[src/rtl/y_mc_ctrl_if.sv]
// Controller <-> datapath signal bundle for the multi-cycle control unit.
interface y_mc_ctrl_if;
  logic        go;
  logic [6:0]  opcode;
  logic        zero;
  logic        IRwrite;
  logic        RegWrite;
  logic        ALUSrc;
  logic        Mem2Reg;
  logic        MemRead;
  logic        MemWrite;
  logic [2:0]  op;
  logic        PCwrite;
  logic [1:0]  PCsel;
  logic        busy;
  logic        halted;
  logic        illegal;
  logic [15:0] icount;

  // Controller side
  modport master (
    input  go, opcode, zero,
    output IRwrite, RegWrite, ALUSrc, Mem2Reg, MemRead, MemWrite,
           op, PCwrite, PCsel, busy, halted, illegal, icount
  );

  // Datapath / stimulus side
  modport slave (
    output go, opcode, zero,
    input  IRwrite, RegWrite, ALUSrc, Mem2Reg, MemRead, MemWrite,
           op, PCwrite, PCsel, busy, halted, illegal, icount
  );
endinterface

[src/rtl/y_mc_ctrl.sv]
// Multi-cycle processor control FSM: sequences FETCH/DECODE/EXEC/MEM/WB per
// opcode, counts retired instructions and halts after MAX_INSNS or on an
// illegal opcode.
module y_mc_ctrl #(
  parameter int unsigned MAX_INSNS = 43
) (
  input  logic     clk,
  input  logic     rst_n,
  y_mc_ctrl_if.master bus
);

  typedef enum logic [2:0] {
    IDLE, FETCH, DECODE, EXEC, MEM, WB, HALT
  } state_e;

  localparam logic [6:0] OP_R   = 7'h33;
  localparam logic [6:0] OP_I   = 7'h13;
  localparam logic [6:0] OP_LD  = 7'h03;
  localparam logic [6:0] OP_ST  = 7'h23;
  localparam logic [6:0] OP_BR  = 7'h63;
  localparam logic [6:0] OP_JAL = 7'h6F;

  function automatic logic is_legal(input logic [6:0] o);
    return (o == OP_R) || (o == OP_I) || (o == OP_LD) ||
           (o == OP_ST) || (o == OP_BR) || (o == OP_JAL);
  endfunction

  // True when state s is the final (PC-updating) state for opcode o.
  function automatic logic is_last(input state_e s, input logic [6:0] o);
    return ((s == EXEC) && (o == OP_BR)) ||
           ((s == MEM)  && (o == OP_ST)) ||
           (s == WB);
  endfunction

  state_e      state_q, state_d;
  logic [6:0]  opc_q, opc_d;
  logic [15:0] icount_q, icount_d;
  logic        illegal_q, illegal_d;
  logic        irwrite_q, irwrite_d;
  logic        regwrite_q, regwrite_d;
  logic        alusrc_q, alusrc_d;
  logic        mem2reg_q, mem2reg_d;
  logic        memread_q, memread_d;
  logic        memwrite_q, memwrite_d;
  logic [2:0]  aluop_q, aluop_d;
  logic        pcwrite_q, pcwrite_d;
  logic [1:0]  pcsel_q, pcsel_d;
  logic        brsel_q, brsel_d;
  logic        busy_q, busy_d;
  logic        halted_q, halted_d;
  logic [15:0] icount_inc;
  logic        in_ex;

  // Next state, opcode latch, retire counter; outputs are decoded from the
  // next state so they are registered yet aligned with the state they belong to.
  always_comb begin
    state_d    = state_q;
    opc_d      = opc_q;
    icount_d   = icount_q;
    illegal_d  = illegal_q;
    icount_inc = icount_q + 16'd1;

    case (state_q)
      IDLE:   if (bus.go) state_d = FETCH;
      FETCH:  state_d = DECODE;
      DECODE: begin
        opc_d = bus.opcode;
        if (is_legal(bus.opcode)) begin
          state_d = EXEC;
        end else begin
          state_d   = HALT;
          illegal_d = 1'b1;
        end
      end
      EXEC: begin
        if (opc_q == OP_LD || opc_q == OP_ST) state_d = MEM;
        else if (opc_q != OP_BR)              state_d = WB;
      end
      MEM:    if (opc_q == OP_LD) state_d = WB;
      WB:     state_d = WB;
      HALT:   state_d = HALT;
      default: state_d = IDLE;
    endcase

    if (state_q != IDLE && state_q != HALT && state_q != FETCH &&
        state_q != DECODE && is_last(state_q, opc_q)) begin
      icount_d = icount_inc;
      state_d  = (32'(icount_inc) < MAX_INSNS) ? FETCH : HALT;
    end

    in_ex      = (state_d == EXEC) || (state_d == MEM) || (state_d == WB);
    irwrite_d  = (state_d == FETCH);
    busy_d     = (state_d != IDLE) && (state_d != HALT);
    halted_d   = (state_d == HALT);
    alusrc_d   = in_ex && (opc_d != OP_R) && (opc_d != OP_BR);
    aluop_d    = in_ex ? ((opc_d == OP_BR) ? 3'b110 : 3'b010) : 3'b000;
    mem2reg_d  = in_ex && (opc_d == OP_LD);
    memread_d  = (state_d == MEM) && (opc_d == OP_LD);
    memwrite_d = (state_d == MEM) && (opc_d == OP_ST);
    regwrite_d = (state_d == WB);
    pcwrite_d  = in_ex && is_last(state_d, opc_d);
    pcsel_d    = (pcwrite_d && opc_d == OP_JAL) ? 2'b10 : 2'b00;
    brsel_d    = pcwrite_d && (opc_d == OP_BR);
  end

  // State and registered outputs, asynchronously cleared.
  always_ff @(posedge clk or negedge rst_n) begin
    if (!rst_n) begin
      state_q    <= IDLE;
      opc_q      <= '0;
      icount_q   <= '0;
      illegal_q  <= 1'b0;
      irwrite_q  <= 1'b0;
      regwrite_q <= 1'b0;
      alusrc_q   <= 1'b0;
      mem2reg_q  <= 1'b0;
      memread_q  <= 1'b0;
      memwrite_q <= 1'b0;
      aluop_q    <= '0;
      pcwrite_q  <= 1'b0;
      pcsel_q    <= '0;
      brsel_q    <= 1'b0;
      busy_q     <= 1'b0;
      halted_q   <= 1'b0;
    end else begin
      state_q    <= state_d;
      opc_q      <= opc_d;
      icount_q   <= icount_d;
      illegal_q  <= illegal_d;
      irwrite_q  <= irwrite_d;
      regwrite_q <= regwrite_d;
      alusrc_q   <= alusrc_d;
      mem2reg_q  <= mem2reg_d;
      memread_q  <= memread_d;
      memwrite_q <= memwrite_d;
      aluop_q    <= aluop_d;
      pcwrite_q  <= pcwrite_d;
      pcsel_q    <= pcsel_d;
      brsel_q    <= brsel_d;
      busy_q     <= busy_d;
      halted_q   <= halted_d;
    end
  end

  assign bus.IRwrite  = irwrite_q;
  assign bus.RegWrite = regwrite_q;
  assign bus.ALUSrc   = alusrc_q;
  assign bus.Mem2Reg  = mem2reg_q;
  assign bus.MemRead  = memread_q;
  assign bus.MemWrite = memwrite_q;
  assign bus.op       = aluop_q;
  assign bus.PCwrite  = pcwrite_q;
  // Branch target select follows the live zero flag during the branch EXEC cycle.
  assign bus.PCsel    = brsel_q ? {1'b0, bus.zero} : pcsel_q;
  assign bus.busy     = busy_q;
  assign bus.halted   = halted_q;
  assign bus.illegal  = illegal_q;
  assign bus.icount   = icount_q;

endmodule

[src/flat_wrapper.sv]
// flat-port wrapper written by rule: the top's interface ports become plain ports
module y_mc_ctrl_flat 
#(
  parameter int unsigned MAX_INSNS = 43
)
  (clk, rst_n, bus_go, bus_opcode, bus_zero, bus_IRwrite, bus_RegWrite, bus_ALUSrc, bus_Mem2Reg, bus_MemRead, bus_MemWrite, bus_op, bus_PCwrite, bus_PCsel, bus_busy, bus_halted, bus_illegal, bus_icount);
  y_mc_ctrl_if bus_i ();
  input  logic clk;
  input  logic rst_n;
  input wire logic [$bits(bus_i.go)-1:0] bus_go;
  input wire logic [$bits(bus_i.opcode)-1:0] bus_opcode;
  input wire logic [$bits(bus_i.zero)-1:0] bus_zero;
  output wire logic [$bits(bus_i.IRwrite)-1:0] bus_IRwrite;
  output wire logic [$bits(bus_i.RegWrite)-1:0] bus_RegWrite;
  output wire logic [$bits(bus_i.ALUSrc)-1:0] bus_ALUSrc;
  output wire logic [$bits(bus_i.Mem2Reg)-1:0] bus_Mem2Reg;
  output wire logic [$bits(bus_i.MemRead)-1:0] bus_MemRead;
  output wire logic [$bits(bus_i.MemWrite)-1:0] bus_MemWrite;
  output wire logic [$bits(bus_i.op)-1:0] bus_op;
  output wire logic [$bits(bus_i.PCwrite)-1:0] bus_PCwrite;
  output wire logic [$bits(bus_i.PCsel)-1:0] bus_PCsel;
  output wire logic [$bits(bus_i.busy)-1:0] bus_busy;
  output wire logic [$bits(bus_i.halted)-1:0] bus_halted;
  output wire logic [$bits(bus_i.illegal)-1:0] bus_illegal;
  output wire logic [$bits(bus_i.icount)-1:0] bus_icount;
  assign bus_i.go = bus_go;
  assign bus_i.opcode = bus_opcode;
  assign bus_i.zero = bus_zero;
  assign bus_IRwrite = bus_i.IRwrite;
  assign bus_RegWrite = bus_i.RegWrite;
  assign bus_ALUSrc = bus_i.ALUSrc;
  assign bus_Mem2Reg = bus_i.Mem2Reg;
  assign bus_MemRead = bus_i.MemRead;
  assign bus_MemWrite = bus_i.MemWrite;
  assign bus_op = bus_i.op;
  assign bus_PCwrite = bus_i.PCwrite;
  assign bus_PCsel = bus_i.PCsel;
  assign bus_busy = bus_i.busy;
  assign bus_halted = bus_i.halted;
  assign bus_illegal = bus_i.illegal;
  assign bus_icount = bus_i.icount;
  y_mc_ctrl #(.MAX_INSNS(MAX_INSNS)) u_core (.clk(clk), .rst_n(rst_n), .bus(bus_i));
endmodule
[config.mk]
export PLATFORM = sky130hd
export DESIGN_NAME = y_mc_ctrl_flat
export DESIGN_NICKNAME = d
export VERILOG_FILES = /design/src/rtl/y_mc_ctrl_if.sv /design/src/rtl/y_mc_ctrl.sv /design/src/flat_wrapper.sv
export SDC_FILE = /design/constraint.sdc
export NUM_CORES = 1
export LEC_CHECK = 0
export ABC_AREA = 1
export BUFFER_PORTS_ARGS = -buffer_cell sky130_fd_sc_hd__buf_4
export CAP_MARGIN = 30
export CORE_ASPECT_RATIO = 1.1
export CORE_UTILIZATION = 25
export CTS_CLUSTER_DIAMETER = 60
export DETAILED_ROUTE_END_ITERATION = 8
export GPL_TIMING_DRIVEN = 1
export PLACE_DENSITY = 0.42
export SETUP_SLACK_MARGIN = 0.3
export SYNTH_ARGS = -nofsm -noshare
export SYNTH_HDL_FRONTEND = slang
export SYNTH_SLANG_ARGS = --single-unit
[constraint.sdc]
create_clock -name clk -period 3.9 [get_ports clk]
set_input_delay 0.585 -clock clk [delete_from_list [all_inputs] [get_ports clk]]
set_output_delay 0.585 -clock clk [all_outputs]
set_load 0.01 [all_outputs]
==> results of run 1 <==
per-layer routing:
metal | vias up | global-route usage [%]
li1 | 1041 | -
met1 | 897 | 15.1
met2 | 41 | 21.3
met3 | 4 | 2.87
met4 | 0 | 4.09
met5 | - | 0
kinds of logic after synthesis:
group                    after synthesis  share of synthesized area, %
adder cells (fa/ha/maj)                2                          1.12
XOR/XNOR                               2                         0.788
buffers and inverters                 52                          8.94
AO/OA/AOI/OAI                         27                          6.81
other                                  1                         0.169
AND/OR/NAND/NOR                      181                          37.2
flip-flops                            40                          45.0
synth_stat cells (3+ instances only):
| cell | instances | area share, % |
|---|---|---|
| nand2_2 | 4 | 1.1 |
| nand2_1 | 95 | 16 |
| inv_1 | 43 | 7.3 |
| nor3_1 | 5 | 1.1 |
| o21ai_1 | 4 | 0.90 |
| dfrtp_1 | 40 | 45 |
| inv_2 | 6 | 1.0 |
| nor2_1 | 29 | 4.9 |
| nor2_2 | 7 | 2.0 |
| nand3_1 | 22 | 4.9 |
| nand4_1 | 9 | 2.5 |
| nor3_2 | 3 | 1.3 |
| o21ai_0 | 19 | 4.3 |
worst max-delay path: stages, from the launching register on:
cell	delay, ps
dfrtp_1	460
ha_1	250
nand2_2	130
nor2_2	150
nand2_1	80
inv_1	100
nand2_1	60
nand2_1	60
nand2_1	70
nor2_2	110
nand3_2	140
nand2_2	110
inv_2	60
a21oi_4	160
nor2_1	70
registers in the layout, indices dropped and copies added (netlist names), 2 cells and up:
register           cells
u_core.bus.icount     16
u_core.opc_q           7
u_core.state_q         3
u_core.bus.op          2
power by group through the flow:
stage	registers [mW]	logic, mW	clock network [mW]
floorplan	0.634	0.430	0
global placement	0.627	0.663	0
detailed placement	0.626	0.660	0
CTS	0.619	0.664	0.305
global route	0.633	0.745	0.319
finish	0.619	0.654	0.286
area by class of cell:
cell class,count,area [sq um]
Fill cell,939,5750
Multi-Input combinational cell,213,1020
Sequential cell,40,1000
Timing Repair Buffer,40,300
Inverter,49,184
Tap cell,111,139
Clock buffer,5,68.8
Clock inverter,3,23.8
path summary, 6_finish.rpt:
| kind | startpoint | endpoint | slack (ps) | cells after the start |
|---|---|---|---|---|
| min | rst_n | u_core.bus.icount[9] | 260 | 1 |
| max | u_core.bus.icount[1] | u_core.bus.op[2] | 1770 | 14 |
| max in group asynchronous | rst_n | u_core.opc_q[5] | 3270 | 1 |
| min in group clk | u_core.bus.illegal | u_core.bus.illegal | 480 | 2 |
| max reg2reg | u_core.bus.icount[1] | u_core.bus.op[2] | 1770 | 14 |
| min reg2reg | u_core.bus.illegal | u_core.bus.illegal | 480 | 2 |
per-stage QoR:
step | utilization [%] | power [mW]
after global placement | 31.2 | 1.29
after global routing | 32.3 | 1.70
after CTS | 32.3 | 1.59
final | 32.3 | 1.56
after detailed placement | 31.2 | 1.29
after floorplan | - | 1.06
==> impl_metrics.prom, run 1 <==
# TYPE chip_impl_metric gauge
chip_impl_metric{name="routed-wl-met3",unit="microns"} 244
chip_impl_metric{name="postLayoutSetupSlackWorst",unit="ps"} 1770
chip_impl_metric{name="core-area",unit="sq um"} 8500
chip_impl_metric{name="clock_sink_count",unit=""} 40
chip_impl_metric{name="placed_cells",unit=""} 453
chip_impl_metric{name="power_frac_seq",unit="%"} 39.7
chip_impl_metric{name="cts_setup_buffers",unit=""} 0
chip_impl_metric{name="cts_repair_resize_count",unit=""} 0
chip_impl_info{name="leading_cell_types_in_the_layout_fill_and_taps_excluded",value="nand2_1, inv_1, buf_4, dfrtp_1, nor2_1"} 1
chip_impl_metric{name="worst_setup_hold_path_clk_slew",unit="ps"} 90
chip_impl_metric{name="synthesis.nets",unit=""} 318
chip_impl_metric{name="drt-vias-per-instance",unit=""} 4.30
chip_impl_metric{name="drt-total-wl",unit="microns"} 5380
chip_impl_info{name="most_common_cell_after_layout_fill_and_taps_aside",value="nand2_1"} 1
chip_impl_info{name="timing.critical_path.to_type",value="flip-flop"} 1
chip_impl_metric{name="skew",unit="ps"} 7.06
chip_impl_metric{name="remaining_drc_errors",unit=""} 0
chip_impl_info{name="startpoint_type",value="flip-flop"} 1
chip_impl_metric{name="initial_core_util",unit="%"} 26.2
chip_impl_metric{name="final-max-slew-violation-count",unit=""} 0
chip_impl_metric{name="routed-via-count",unit=""} 1983
chip_impl_metric{name="internal_power",unit="mW"} 0.887
chip_impl_metric{name="top_level_ports",unit=""} 42
chip_impl_info{name="run_status",value="finished clean"} 1
chip_impl_metric{name="timing.slew.headroom",unit="%"} 64.8
chip_impl_metric{name="fin_crit_sh",unit="%"} 54.6
chip_impl_metric{name="rows",unit=""} 35
chip_impl_metric{name="hpwl",unit="microns"} 4030
chip_impl_metric{name="worstPathRequired",unit="ps"} 4090
chip_impl_metric{name="cellPowerDensity",unit="nW/um^2"} 568
chip_impl_info{name="top_layer",value="met4"} 1
chip_impl_metric{name="setup_violations",unit=""} 0
chip_impl_metric{name="postCtsHoldBufs",unit=""} 0
chip_impl_metric{name="final.setup.tns",unit="ps"} 0
chip_impl_info{name="clock-root-buffer",value="clkbuf_8"} 1
chip_impl_metric{name="layout.nets",unit=""} 362
chip_impl_metric{name="first_iter_violations",unit=""} 97
chip_impl_metric{name="fmaxAchievable",unit="MHz"} 470
chip_impl_metric{name="synth_edf_count",unit=""} 0
chip_impl_metric{name="cts_inserted_buffers",unit=""} 5
chip_impl_metric{name="depth_of_the_cts_h_tree",unit=""} 2
chip_impl_metric{name="synth.yosys.seq_area_share",unit="%"} 45.0
chip_impl_metric{name="share_comb_of_total_power",unit="%"} 41.9
chip_impl_metric{name="irDropWorstVdd",unit="mV"} 0.176
chip_impl_metric{name="final_period_minus_worst_setup_slack",unit="ps"} 2130
chip_impl_metric{name="detailroute.wirelength.met2",unit="microns"} 2590
chip_impl_metric{name="final_layout_size_suffix_gt1_share",unit="%"} 21.1
chip_impl_metric{name="floorplan.die_area",unit="sq um"} 9280
chip_impl_metric{name="grt_antenna_before_repair",unit=""} 0
chip_impl_metric{name="power.share.switching",unit="%"} 43.1
chip_impl_metric{name="drt_first_pass_iters",unit=""} 4
chip_impl_info{name="hold_class",value="input pin to asynchronous set/reset pin"} 1
chip_impl_metric{name="post_synth.cell_area_avg",unit="sq um"} 7.29
chip_impl_metric{name="netlist_area",unit="sq um"} 2220
chip_impl_info{name="synth_flop_type",value="dfrtp_1"} 1
chip_impl_metric{name="grt_overflow",unit=""} 0
chip_impl_metric{name="wl_met1",unit="microns"} 2470
chip_impl_metric{name="drv_cap",unit=""} 0
chip_impl_metric{name="routed_wire_length_per_instance",unit="microns"} 11.7
chip_impl_metric{name="finalNonFillerCells",unit=""} 461
chip_impl_metric{name="route.antenna.remaining_nets",unit=""} 0
chip_impl_info{name="grt_setup_unrepaired",value="no"} 1
chip_impl_metric{name="die_x",unit="microns"} 91.9
chip_impl_metric{name="yosysUniqueCellTypes",unit=""} 28
chip_impl_metric{name="timing.final.hold_violations",unit=""} 0
chip_impl_metric{name="final_area",unit="sq um"} 2740
chip_impl_metric{name="area_added_between_synthesis_and_finish",unit="%"} 23.2
chip_impl_metric{name="critical_path_maximum_fanout",unit=""} 7
chip_impl_metric{name="netSwitchingPower",unit="mW"} 0.672
chip_impl_metric{name="insertedDiodeCount",unit=""} 0
chip_impl_metric{name="grt_first_pass_wirelength",unit="microns"} 8910
chip_impl_metric{name="ctsLongestPathBuffers",unit=""} 2
chip_impl_metric{name="preCtsSetupSlack",unit="ps"} 1770
chip_impl_metric{name="synth.yosys.warnings",unit=""} 0
chip_impl_metric{name="worst_skew_pair.late_latency",unit="ps"} 300
chip_impl_metric{name="netlist_instances",unit=""} 305
chip_impl_metric{name="data_arrival_time_at_the_worst_slack_endpoint",unit="ps"} 2320
chip_impl_metric{name="grt_max_degree",unit=""} 41
chip_impl_metric{name="first_global_vias",unit=""} 1875
chip_impl_metric{name="worst_slew_pin_slew",unit="ps"} 527
chip_impl_metric{name="whs",unit="ps"} 264
chip_impl_metric{name="detailed_place.area",unit="sq um"} 2650
chip_impl_metric{name="gp_routability_congestion",unit=""} 0.835
chip_impl_metric{name="clock_network_fraction_of_total_power",unit="%"} 18.3
chip_impl_info{name="path_class",value="flip-flop to flip-flop"} 1
chip_impl_metric{name="cellLeakagePower",unit="nW"} 1.38
chip_impl_info{name="cts_tree",value="built"} 1
chip_impl_metric{name="die_h",unit="microns"} 101
chip_impl_metric{name="grt.total_usage",unit="%"} 12.3
chip_impl_metric{name="synth.ff_latch_count",unit=""} 40
chip_impl_metric{name="synthArstFlopShare",unit="%"} 100
chip_impl_metric{name="portBuffers",unit=""} 40
Note: power is estimated with default switching activity, not from simulation.
==> inputs of run 2 (changes only) <==
--- a/config.mk
+++ b/config.mk
@@ -13,7 +13,7 @@
 export CTS_CLUSTER_DIAMETER = 60
 export DETAILED_ROUTE_END_ITERATION = 8
 export GPL_TIMING_DRIVEN = 1
-export PLACE_DENSITY = 0.42
+export PLACE_DENSITY = 0.44
 export SETUP_SLACK_MARGIN = 0.3
 export SYNTH_ARGS = -nofsm -noshare
 export SYNTH_HDL_FRONTEND = slang
==> constraint.sdc (replaced) <==
create_clock -name clk -period 1.8 [get_ports clk]
set_input_delay 0.27 -clock clk [delete_from_list [all_inputs] [get_ports clk]]
set_output_delay 0.27 -clock clk [all_outputs]
set_load 0.01 [all_outputs]
==> run 2 against run 1 <==
The run now ends with negative setup slack left; critical path depth unchanged; critical path type unchanged; routed wire length increased by 14%; largest cell class unchanged; design area increased by 28%; via count increased by 15%; global-route usage increased by 1.6 points.
==> impl_metrics.prom, run 2 (same netlist as run 1, synthesis figures left out) <==
# TYPE chip_impl_metric gauge
chip_impl_metric{name="drt-vias-per-instance",unit=""} 4.35
chip_impl_metric{name="slowest_delay",unit="ps"} 450
chip_impl_metric{name="core-area",unit="sq um"} 8500
chip_impl_metric{name="first_iter_violations",unit=""} 47
chip_impl_metric{name="clock_sink_count",unit=""} 40
chip_impl_info{name="timing.critical_path.mode_cell",value="nand2_2"} 1
chip_impl_metric{name="final_period_minus_worst_setup_slack",unit="ps"} 1890
chip_impl_metric{name="grt_antenna_before_repair",unit=""} 0
chip_impl_metric{name="top_level_ports",unit=""} 42
chip_impl_metric{name="hold_path_depth",unit=""} 3
chip_impl_metric{name="worst_setup_hold_path_clk_slew",unit="ps"} 90
chip_impl_metric{name="fmaxAchievable",unit="MHz"} 530
chip_impl_metric{name="cts_inserted_buffers",unit=""} 5
chip_impl_info{name="run_status",value="finished, violations left"} 1
chip_impl_metric{name="postLayoutSetupSlackWorst",unit="ps"} -87.1
chip_impl_metric{name="layout.filler_cells",unit=""} 906
chip_impl_metric{name="routed_wire_length_per_instance",unit="microns"} 11.7
chip_impl_metric{name="fin_crit_sh",unit="%"} 105
chip_impl_metric{name="skew",unit="ps"} 9.07
chip_impl_metric{name="grt_max_degree",unit=""} 41
chip_impl_info{name="end_of_the_worst_register_to_register_path",value="u_core.pcsel_q[1]"} 1
chip_impl_metric{name="critical_path_maximum_fanout",unit=""} 7
chip_impl_info{name="cts_tree",value="built"} 1
chip_impl_info{name="violated_checks",value="negative setup slack"} 1
chip_impl_metric{name="grt_first_pass_wirelength",unit="microns"} 10200
chip_impl_info{name="hold_class",value="input pin to flip-flop"} 1
chip_impl_metric{name="layout_utilization",unit="%"} 41.1
chip_impl_metric{name="die_x",unit="microns"} 91.9
chip_impl_info{name="leading_cell_types_in_the_layout_fill_and_taps_excluded",value="buf_4, nand2_1, inv_1, dfrtp_1"} 1
chip_impl_metric{name="final_area",unit="sq um"} 3500
chip_impl_metric{name="worstRegToRegCells",unit=""} 14
chip_impl_metric{name="setup_violations",unit=""} 11
chip_impl_metric{name="multi_input_comb_area",unit="sq um"} 1230
chip_impl_info{name="path_class",value="flip-flop to flip-flop"} 1
chip_impl_metric{name="drt_first_pass_iters",unit=""} 6
chip_impl_metric{name="drv_cap",unit=""} 0
chip_impl_metric{name="data_arrival_time_at_the_worst_slack_endpoint",unit="ps"} 2130
chip_impl_metric{name="detailed_place.area",unit="sq um"} 3030
chip_impl_metric{name="layout.nets",unit=""} 426
chip_impl_metric{name="power_frac_seq",unit="%"} 30.3
chip_impl_metric{name="whs",unit="ps"} 205
chip_impl_metric{name="floorplan.die_area",unit="sq um"} 9280
chip_impl_metric{name="route.antenna.remaining_nets",unit=""} 0
chip_impl_metric{name="drt-total-wl",unit="microns"} 6140
chip_impl_info{name="most_common_cell_after_layout_fill_and_taps_aside",value="buf_4"} 1
chip_impl_metric{name="grt_overflow",unit=""} 0
chip_impl_metric{name="worst_skew_pair.late_latency",unit="ps"} 300
chip_impl_info{name="clock-root-buffer",value="clkbuf_8"} 1
chip_impl_metric{name="internal_power",unit="mW"} 2.66
chip_impl_info{name="startpoint_type",value="flip-flop"} 1
chip_impl_info{name="worstHoldStart",value="bus_opcode[1]"} 1
chip_impl_metric{name="final-max-slew-violation-count",unit=""} 0
chip_impl_info{name="grt_setup_unrepaired",value="yes"} 1
chip_impl_metric{name="grt.total_usage",unit="%"} 14.0
chip_impl_metric{name="cellPowerDensity",unit="nW/um^2"} 1260
chip_impl_info{name="timing.critical_path.to_type",value="flip-flop"} 1
chip_impl_info{name="r2r_start",value="u_core.state_q[0]"} 1
chip_impl_info{name="worst_path_dominant_cell_family",value="simple AND/OR/NAND/NOR gates"} 1
chip_impl_info{name="path_cells",value="inv_2 -> nand2_4 -> nor2_4 -> buf_12 -> nand2_4 -> nand2_2 -> nand2_2 -> nor3_4 -> nand2_1 -> nor2_2 -> nand2_2 -> nand2_1 -> nor2_2 -> nor2_1"} 1
chip_impl_metric{name="preCtsSetupSlack",unit="ps"} -133
chip_impl_metric{name="largest_register_ffs",unit=""} 16
chip_impl_metric{name="portBuffers",unit=""} 40
chip_impl_metric{name="area.sequential",unit="sq um"} 1010
chip_impl_metric{name="area_added_between_synthesis_and_finish",unit="%"} 57.1
chip_impl_metric{name="final_layout_size_suffix_gt1_share",unit="%"} 46.6
chip_impl_metric{name="initial_core_util",unit="%"} 26.2
chip_impl_metric{name="irDropWorstVdd",unit="mV"} 0.591
chip_impl_metric{name="critical_path.n_buffers_inverters",unit=""} 2
chip_impl_metric{name="gp_routability_congestion",unit=""} 0.802
chip_impl_metric{name="die_h",unit="microns"} 101
chip_impl_metric{name="timing.final.hold_violations",unit=""} 0
chip_impl_metric{name="rows",unit=""} 35
chip_impl_metric{name="remaining_drc_errors",unit=""} 0
chip_impl_metric{name="clock_network_fraction_of_total_power",unit="%"} 17.7
chip_impl_metric{name="worstPathRequired",unit="ps"} 2040
chip_impl_info{name="worst_path_max_delay_cell",value="dfrtp_2"} 1
chip_impl_metric{name="power.share.switching",unit="%"} 39.6
chip_impl_metric{name="share_comb_of_total_power",unit="%"} 52.0
chip_impl_metric{name="worst_slew_pin_slew",unit="ps"} 537
chip_impl_metric{name="hpwl",unit="microns"} 4570
chip_impl_metric{name="netSwitchingPower",unit="mW"} 1.74
chip_impl_metric{name="ctsLongestPathBuffers",unit=""} 2
chip_impl_metric{name="depth_of_the_cts_h_tree",unit=""} 2
chip_impl_metric{name="power",unit="mW"} 4.40
chip_impl_metric{name="cellLeakagePower",unit="nW"} 1.76
chip_impl_metric{name="finalNonFillerCells",unit=""} 525
chip_impl_metric{name="routed-via-count",unit=""} 2282
chip_impl_metric{name="first_global_vias",unit=""} 2248
chip_impl_metric{name="insertedDiodeCount",unit=""} 0
chip_impl_metric{name="placed_cells",unit=""} 500
chip_impl_info{name="hold_end",value="u_core.opc_q[1]"} 1
chip_impl_metric{name="timing.slew.headroom",unit="%"} 64.2
chip_impl_metric{name="final.setup.tns",unit="ps"} -575
chip_impl_metric{name="r2r_setup_slack",unit="ps"} -90
## run 2: changes by cell type in the layout (fill, tap and decap cells not counted), sizes merged
cell         before  now
dlygate4sd3       0    1
inv              49   50
bufinv            0    1
clkinv            1    0
clkinvlp          2    1
buf              40  103
## run 2: tightest hold or removal path, cell delays in order
cell,delay [ps]
buf_4,90
nand2_2,50
nand2_2,60
## run 2: worst max path at each step
| stage | slack, ps | end | from | cells after the start |
|---|---|---|---|---|
| floorplan | 70 | u_core.bus.ALUSrc | u_core.bus.icount[0] | 14 |
| global placement | -120 | u_core.bus.busy | u_core.bus.icount[0] | 15 |
| detailed placement | -130 | u_core.pcsel_q[1] | u_core.bus.icount[0] | 15 |
| CTS | -120 | u_core.pcsel_q[1] | u_core.state_q[0] | 13 |
| global route | -250 | u_core.pcsel_q[1] | u_core.bus.icount[0] | 15 |
| finish | -90 | u_core.pcsel_q[1] | u_core.state_q[0] | 14 |
## run 2: per-layer routing
metal | GRT usage [%] | routed length, microns | vias to the layer above
met5 | 0 | 0 | -
met4 | 2.88 | 51 | 0
met3 | 2.71 | 191 | 6
met2 | 26.2 | 3230 | 38
met1 | 16.4 | 2660 | 1066
li1 | - | - | 1172
## run 2: repair_timing
| action | 4_1_cts | 5_1_grt |
|---|---|---|
| hold buffers | 1 | 0 |
| endpoints found under the hold margin | 40 | 0 |
| resized for setup | 22 | 48 |
| setup buffers | 4 | 12 |
| pin swaps | 5 | 31 |
| cloned | 0 | 0 |
| endpoints found under the setup margin | 26 | 35 |
## run 2: layout make-up
cell class | count | share of cell area [%]
multi-input cells | 213 | 35.3
flip-flops and latches | 40 | 28.9
repair buffers | 104 | 23.1
inverters | 49 | 5.40
well taps | 111 | 3.97
clock buffers | 5 | 1.97
clock inverters | 3 | 1.32
## run 2: power by group through the flow
| stage | logic (mW) | clock network [mW] | registers (mW) |
|---|---|---|---|
| floorplan | 0.944 | 0 | 1.40 |
| global placement | 1.91 | 0 | 1.34 |
| detailed placement | 1.91 | 0 | 1.34 |
| CTS | 2.05 | 0.805 | 1.33 |
| global route | 2.53 | 0.830 | 1.37 |
| finish | 2.29 | 0.777 | 1.33 |
